File: src/rtl/cmp_mon_pkg.sv
// Shared encodings for the comparator streak monitor: leader state and event classes.
// Event codes reuse the state encoding so a leader maps straight onto its event code.
package cmp_mon_pkg;

  typedef enum logic [1:0] {
    ST_IDLE = 2'b00,
    ST_A    = 2'b01,
    ST_B    = 2'b10,
    ST_EQ   = 2'b11
  } state_e;

  localparam logic [1:0] EVT_A  = ST_A;
  localparam logic [1:0] EVT_B  = ST_B;
  localparam logic [1:0] EVT_EQ = ST_EQ;

endpackage

File: src/rtl/sat_counter.sv
// Saturating up-counter with synchronous clear; holds at all-ones instead of wrapping.
module sat_counter #(
  parameter int WIDTH = 8
) (
  input  logic             clk,
  input  logic             clr,
  input  logic             inc,
  output logic [WIDTH-1:0] cnt
);

  localparam logic [WIDTH-1:0] CNT_MAX = {WIDTH{1'b1}};
  localparam logic [WIDTH-1:0] CNT_ONE = {{(WIDTH-1){1'b0}}, 1'b1};

  logic [WIDTH-1:0] r_cnt;

  // Count register: clear wins, increment stops at the top value
  always_ff @(posedge clk) begin
    if (clr) begin
      r_cnt <= '0;
    end else if (inc && (r_cnt != CNT_MAX)) begin
      r_cnt <= r_cnt + CNT_ONE;
    end else begin
      r_cnt <= r_cnt;
    end
  end

  assign cnt = r_cnt;

endmodule

File: src/rtl/cmp_streak_monitor.sv
// Registers comparator flags into a leader FSM, run-length counter, tallies and a one-entry
// event register. Optional macro CMP_MON_ERR_CHECK_EN rejects non-one-hot samples and flags err.
module cmp_streak_monitor
  import cmp_mon_pkg::*;
#(
  parameter int CNT_W     = 8,
  parameter int STREAK_W  = 4,
  parameter int STREAK_TH = 4
) (
  input  logic                clk,
  input  logic                rst,
  input  logic                in_valid,
  input  logic                out_a,
  input  logic                out_b,
  input  logic                out_eq,
  output logic                evt_valid,
  input  logic                evt_ready,
  output logic [1:0]          evt_code,
  output logic [STREAK_W-1:0] evt_len,
  output logic [CNT_W-1:0]    win_a,
  output logic [CNT_W-1:0]    win_b,
  output logic [CNT_W-1:0]    tie_cnt,
  output logic [1:0]          state,
  output logic                evt_ovf,
  output logic                err
);

  localparam logic [STREAK_W-1:0] STREAK_MAX = {STREAK_W{1'b1}};
  localparam logic [STREAK_W-1:0] STREAK_ONE = {{(STREAK_W-1){1'b0}}, 1'b1};
  localparam logic [STREAK_W-1:0] TH         = STREAK_TH[STREAK_W-1:0];

  state_e              r_state;
  state_e              w_state_nxt;
  state_e              w_cls;
  logic [STREAK_W-1:0] r_streak;
  logic [STREAK_W-1:0] w_streak_nxt;
  logic                w_legal;
  logic                w_new_run;
  logic                w_fire;
  logic                w_load;
  logic                w_drop;
  logic                r_evt_valid;
  logic [1:0]          r_evt_code;
  logic [STREAK_W-1:0] r_evt_len;
  logic                r_evt_ovf;

`ifdef CMP_MON_ERR_CHECK_EN
  logic                w_bad;
  logic                r_err;

  // Strict decode: only exactly one flag counts, anything else is an error sample
  always_comb begin
    w_legal = 1'b0;
    w_bad   = 1'b0;
    w_cls   = ST_IDLE;
    if (in_valid) begin
      case ({out_a, out_b, out_eq})
        3'b100:  begin w_legal = 1'b1; w_cls = ST_A;  end
        3'b010:  begin w_legal = 1'b1; w_cls = ST_B;  end
        3'b001:  begin w_legal = 1'b1; w_cls = ST_EQ; end
        default: w_bad = 1'b1;
      endcase
    end else begin
      w_legal = 1'b0;
    end
  end

  // Sticky error flag
  always_ff @(posedge clk) begin
    if (rst) begin
      r_err <= 1'b0;
    end else if (w_bad) begin
      r_err <= 1'b1;
    end else begin
      r_err <= r_err;
    end
  end

  assign err = r_err;
`else
  // Lenient decode: priority EQ > A > B, zero-hot ignored
  always_comb begin
    w_legal = 1'b0;
    w_cls   = ST_IDLE;
    if (in_valid) begin
      if (out_eq) begin
        w_legal = 1'b1; w_cls = ST_EQ;
      end else if (out_a) begin
        w_legal = 1'b1; w_cls = ST_A;
      end else if (out_b) begin
        w_legal = 1'b1; w_cls = ST_B;
      end else begin
        w_legal = 1'b0;
      end
    end else begin
      w_legal = 1'b0;
    end
  end

  assign err = 1'b0;
`endif

  // Leader state and run-length register
  always_ff @(posedge clk) begin
    if (rst) begin
      r_state  <= ST_IDLE;
      r_streak <= '0;
    end else begin
      r_state  <= w_state_nxt;
      r_streak <= w_streak_nxt;
    end
  end

  // Next leader / run length from a legal sample
  always_comb begin
    w_state_nxt  = r_state;
    w_streak_nxt = r_streak;
    w_new_run    = 1'b0;
    if (w_legal) begin
      if (w_cls == r_state) begin
        if (r_streak != STREAK_MAX) begin
          w_streak_nxt = r_streak + STREAK_ONE;
        end else begin
          w_streak_nxt = r_streak;
        end
      end else begin
        w_state_nxt  = w_cls;
        w_streak_nxt = STREAK_ONE;
        w_new_run    = 1'b1;
      end
    end else begin
      w_state_nxt = r_state;
    end
  end

  // A saturated run that sits on the threshold must not re-fire, hence the r_streak guard
  always_comb begin
    w_fire = w_legal && (w_streak_nxt == TH) && (w_new_run || (r_streak != TH));
    w_load = 1'b0;
    w_drop = 1'b0;
    if (w_fire) begin
      if (!r_evt_valid || evt_ready) begin
        w_load = 1'b1;
      end else begin
        w_drop = 1'b1;
      end
    end else begin
      w_load = 1'b0;
    end
  end

  // One-entry event register with sticky overflow
  always_ff @(posedge clk) begin
    if (rst) begin
      r_evt_valid <= 1'b0;
      r_evt_code  <= 2'b00;
      r_evt_len   <= '0;
      r_evt_ovf   <= 1'b0;
    end else begin
      if (w_load) begin
        r_evt_valid <= 1'b1;
        r_evt_code  <= w_cls;
        r_evt_len   <= w_streak_nxt;
      end else if (r_evt_valid && evt_ready) begin
        r_evt_valid <= 1'b0;
      end else begin
        r_evt_valid <= r_evt_valid;
      end
      if (w_drop) begin
        r_evt_ovf <= 1'b1;
      end else begin
        r_evt_ovf <= r_evt_ovf;
      end
    end
  end

  sat_counter #(.WIDTH(CNT_W)) u_win_a (
    .clk (clk), .clr (rst), .inc (w_legal && (w_cls == ST_A)),  .cnt (win_a)
  );
  sat_counter #(.WIDTH(CNT_W)) u_win_b (
    .clk (clk), .clr (rst), .inc (w_legal && (w_cls == ST_B)),  .cnt (win_b)
  );
  sat_counter #(.WIDTH(CNT_W)) u_tie (
    .clk (clk), .clr (rst), .inc (w_legal && (w_cls == ST_EQ)), .cnt (tie_cnt)
  );

  assign state     = r_state;
  assign evt_valid = r_evt_valid;
  assign evt_code  = r_evt_code;
  assign evt_len   = r_evt_len;
  assign evt_ovf   = r_evt_ovf;

endmodule

File: config.mk
export PLATFORM = sky130hd
export DESIGN_NAME = cmp_streak_monitor
export DESIGN_NICKNAME = d
export VERILOG_FILES = /design/src/rtl/cmp_mon_pkg.sv /design/src/rtl/sat_counter.sv /design/src/rtl/cmp_streak_monitor.sv
export SDC_FILE = /design/constraint.sdc
export NUM_CORES = 1
export LEC_CHECK = 0
export ABC_CLOCK_PERIOD_IN_PS = 3510
export BUFFER_PORTS_ARGS = -buffer_cell sky130_fd_sc_hd__buf_2
export CAP_MARGIN = 10
export CELL_PAD_IN_SITES_DETAIL_PLACEMENT = 1
export CELL_PAD_IN_SITES_GLOBAL_PLACEMENT = 1
export CORE_MARGIN = 2
export CORE_UTILIZATION = 42
export DETAILED_ROUTE_END_ITERATION = 8
export PLACE_DENSITY_LB_ADDON = 0.15
export SYNTH_ARGS = -nofsm -noshare
export SYNTH_HDL_FRONTEND = slang
export SYNTH_SLANG_ARGS = --single-unit
export TNS_END_PERCENT = 5
File: constraint.sdc
create_clock -name clk -period 3.51 [get_ports clk]
set_input_delay 0.5265 -clock clk [delete_from_list [all_inputs] [get_ports clk]]
set_output_delay 0.5265 -clock clk [all_outputs]
set_load 0.03 [all_outputs]
==> impl_metrics.env <==
export IMPL_p_per_area_nw_per_um2=373
export IMPL_area_growth_pct=15.8
export IMPL_dr_pass1_iters=4
export IMPL_dp_hpwl_mm=3.06
export IMPL_cts_root_buf="clkbuf_8"
export IMPL_synth_top_cell_by_area="dfxtp_1"
export IMPL_arrival_ns=2.33
export IMPL_io_buffer_count=40
export IMPL_start_kind="register"
export IMPL_tightestPinTransition_ns=0.624
export IMPL_seq_area_frac_synth=0.417
export IMPL_power_switching_mw=0.195
export IMPL_comb_power_share=0.078
export IMPL_ys_seq_elements=38
export IMPL_min_period_ns=2.10
export IMPL_peakVddDrop_uv=244
export IMPL_hold_buffers=0
export IMPL_synth_area_top_cells="dfxtp_1, nor2_1, xnor2_1, nand2_1, nand3_1"
export IMPL_switching_share=0.247
export IMPL_finClkSkew_ns=0.00678
export IMPL_grt_total_usage=0.178
export IMPL_synth_distinct_cells=46
export IMPL_viasPerCell=5.32
export IMPL_multi_input_area_um2=991
export IMPL_start_util=0.447
export IMPL_cts_resized=0
export IMPL_cts_clk_slew_worst_paths_ns=0.07
export IMPL_drtAntennaViolNets=0
export IMPL_critPathRequiredTime_ns=3.73
export IMPL_die_w_um=69.9
export IMPL_hp_class="register to register"
export IMPL_syn_inst=212
export IMPL_nets=262
export IMPL_cap_violations=0
export IMPL_finalHoldViolations=0
export IMPL_setup_violations=0
export IMPL_syn_nets=224
export IMPL_p_clk_frac=0.358
export IMPL_drv_slew=0
export IMPL_drive_gt1_frac=0.204
export IMPL_cts_buffers=5
export IMPL_synth_edf_count=0
export IMPL_slew_headroom=0.584
export IMPL_clk_path_buf_depth=2
export IMPL_power_internal_mw=0.594
export IMPL_cts_tree="built"
export IMPL_avgRoutedWirePerCell_um=13.8
export IMPL_grt_max_degree=36
export IMPL_synth_top_area_share=0.417
export IMPL_die_h_um=69.9
export IMPL_rsz0062_at_grt="false"
export IMPL_fmaxAchievable_ghz=0.475
export IMPL_pin_count=42
export IMPL_seq_power_share=0.564
export IMPL_drc=0
export IMPL_grt_pass1_vias=1516
export IMPL_clock_sinks=38
export IMPL_antenna_found_initial=0
export IMPL_htree_levels=2
export IMPL_dp_slack_ns=1.31
export IMPL_dp_cells=293
export IMPL_syn_area_um2=1830
export IMPL_placementRows=23
export IMPL_crit_type="register to register"
export IMPL_seqCellArea_um2=761
export IMPL_syn_avg_cell_area_um2=8.61
export IMPL_drt_total_wl_mm=4.14
export IMPL_vias=1597
export IMPL_cp_max_fo=8
export IMPL_ys_warn_count=0
export IMPL_end_kind="register"
export IMPL_async_reset_ff_frac=0
export IMPL_netlist_top_cells_count="dfxtp_1, nor2_1, nand2_1, nand3_1, xnor2_1"
export IMPL_final_setup_tns_ns=0
export IMPL_nFillCells=520
export IMPL_grt_overflow=0
export IMPL_finalCritPeriodShare=0.599
export IMPL_ys_flop_type="dfxtp_1"
export IMPL_layout_setup_ws_ns=1.41
export IMPL_gp_congestion=0.771
export IMPL_layoutNonFillerInstCount=300
export IMPL_clock_latency_ns=0.29
export IMPL_n_antenna_cell=0
export IMPL_die_area_um2=4890
export IMPL_core_area_um2=4090
export IMPL_drtIter0Drc=40
export IMPL_grt_pass1_wl_mm=7.11
export IMPL_status="finished clean"
export IMPL_yosysMostFrequentCell="dfxtp_1"
export IMPL_post_cts_setup_buffers=0
export IMPL_power_leakage_nw=0.867
-- per-layer routing --
metal	share of wire	routed length, um	vias up	track usage
li1	-	-	810	-
met1	0.46	1920	753	0.229
met2	0.49	2030	30	0.297
met3	0.038	157	4	0.0433
met4	0.0080	33	0	0.0513
met5	0	0	-	0
-- path summary, 6_finish.rpt --
check / startpoint / to / slack (ns) / depth (start not counted)
max: r_streak[0] / evt_code[1] / 1.41 / 6
min: evt_ovf / evt_ovf / 0.47 / 2
max reg2reg: r_streak[0] / evt_code[1] / 1.41 / 6
min reg2reg: evt_ovf / evt_ovf / 0.47 / 2
-- per-stage QoR --
stage                     total power [mW]  instance area, um2  utilization  hold WS, ns
after global routing                 0.827                2110        0.517        0.495
after detailed placement             0.517                2040        0.498        0.459
after floorplan                      0.500                1830            -        0.502
after CTS                            0.799                2110        0.517        0.477
final                                0.789                2110        0.517        0.469
after global placement               0.516                2040        0.498        0.448
-- cell families after synthesis --
family,Yosys count,synth area share
other,1,0.00205
flip-flops,38,0.417
XOR/XNOR,17,0.0816
adder cells (fa/ha/maj),5,0.0343
multiplexers,3,0.0165
buffers and inverters,15,0.0404
AND/OR/NAND/NOR,94,0.253
AO/OA/AOI/OAI,39,0.156
-- registers in the layout, indices dropped and copies added, names as in the netlist --
signal / cells
evt_len: 4
u_tie.cnt: 8
evt_code: 2
u_win_a.cnt: 8
evt_valid: 1
r_streak: 4
u_win_b.cnt: 8
evt_ovf: 1
state: 2
-- layout make-up --
| class | instances | area share |
|---|---|---|
| tap | 50 | 0.0296 |
| inverter | 6 | 0.0107 |
| sequential | 38 | 0.360 |
| timing repair buffer | 40 | 0.0947 |
| multi-input combinational | 159 | 0.469 |
| clock buffer | 7 | 0.0361 |
-- critical path, stage by stage (launching register included) --
cell and delay (ns):
dfxtp_1 0.50, ha_1 0.32, nand3_1 0.19, a21o_1 0.23, a221oi_2 0.30, and2_1 0.29
mux2i_1 0.20
-- power by group through the flow --
stage               combinational (mW)  clock (mW)  sequential, mW
global route                    0.0698       0.311           0.446
CTS                             0.0626       0.292           0.445
floorplan                       0.0380           0           0.462
finish                          0.0619       0.282           0.445
detailed placement              0.0623           0           0.455
global placement                0.0612           0           0.455
-- cell usage in the layout (no fill, tap or decap), drive strengths merged, types with 5 or more instances in the layout --
cell type  count
dfxtp         38
ha             5
inv            6
xor2           5
o21ai          7
clkbuf         7
a21oi          8
buf           40
nor2          29
xnor2         12
nand3         13
nand4          5
nor3           8
nand2         19
(Power assumes the default switching activity.)
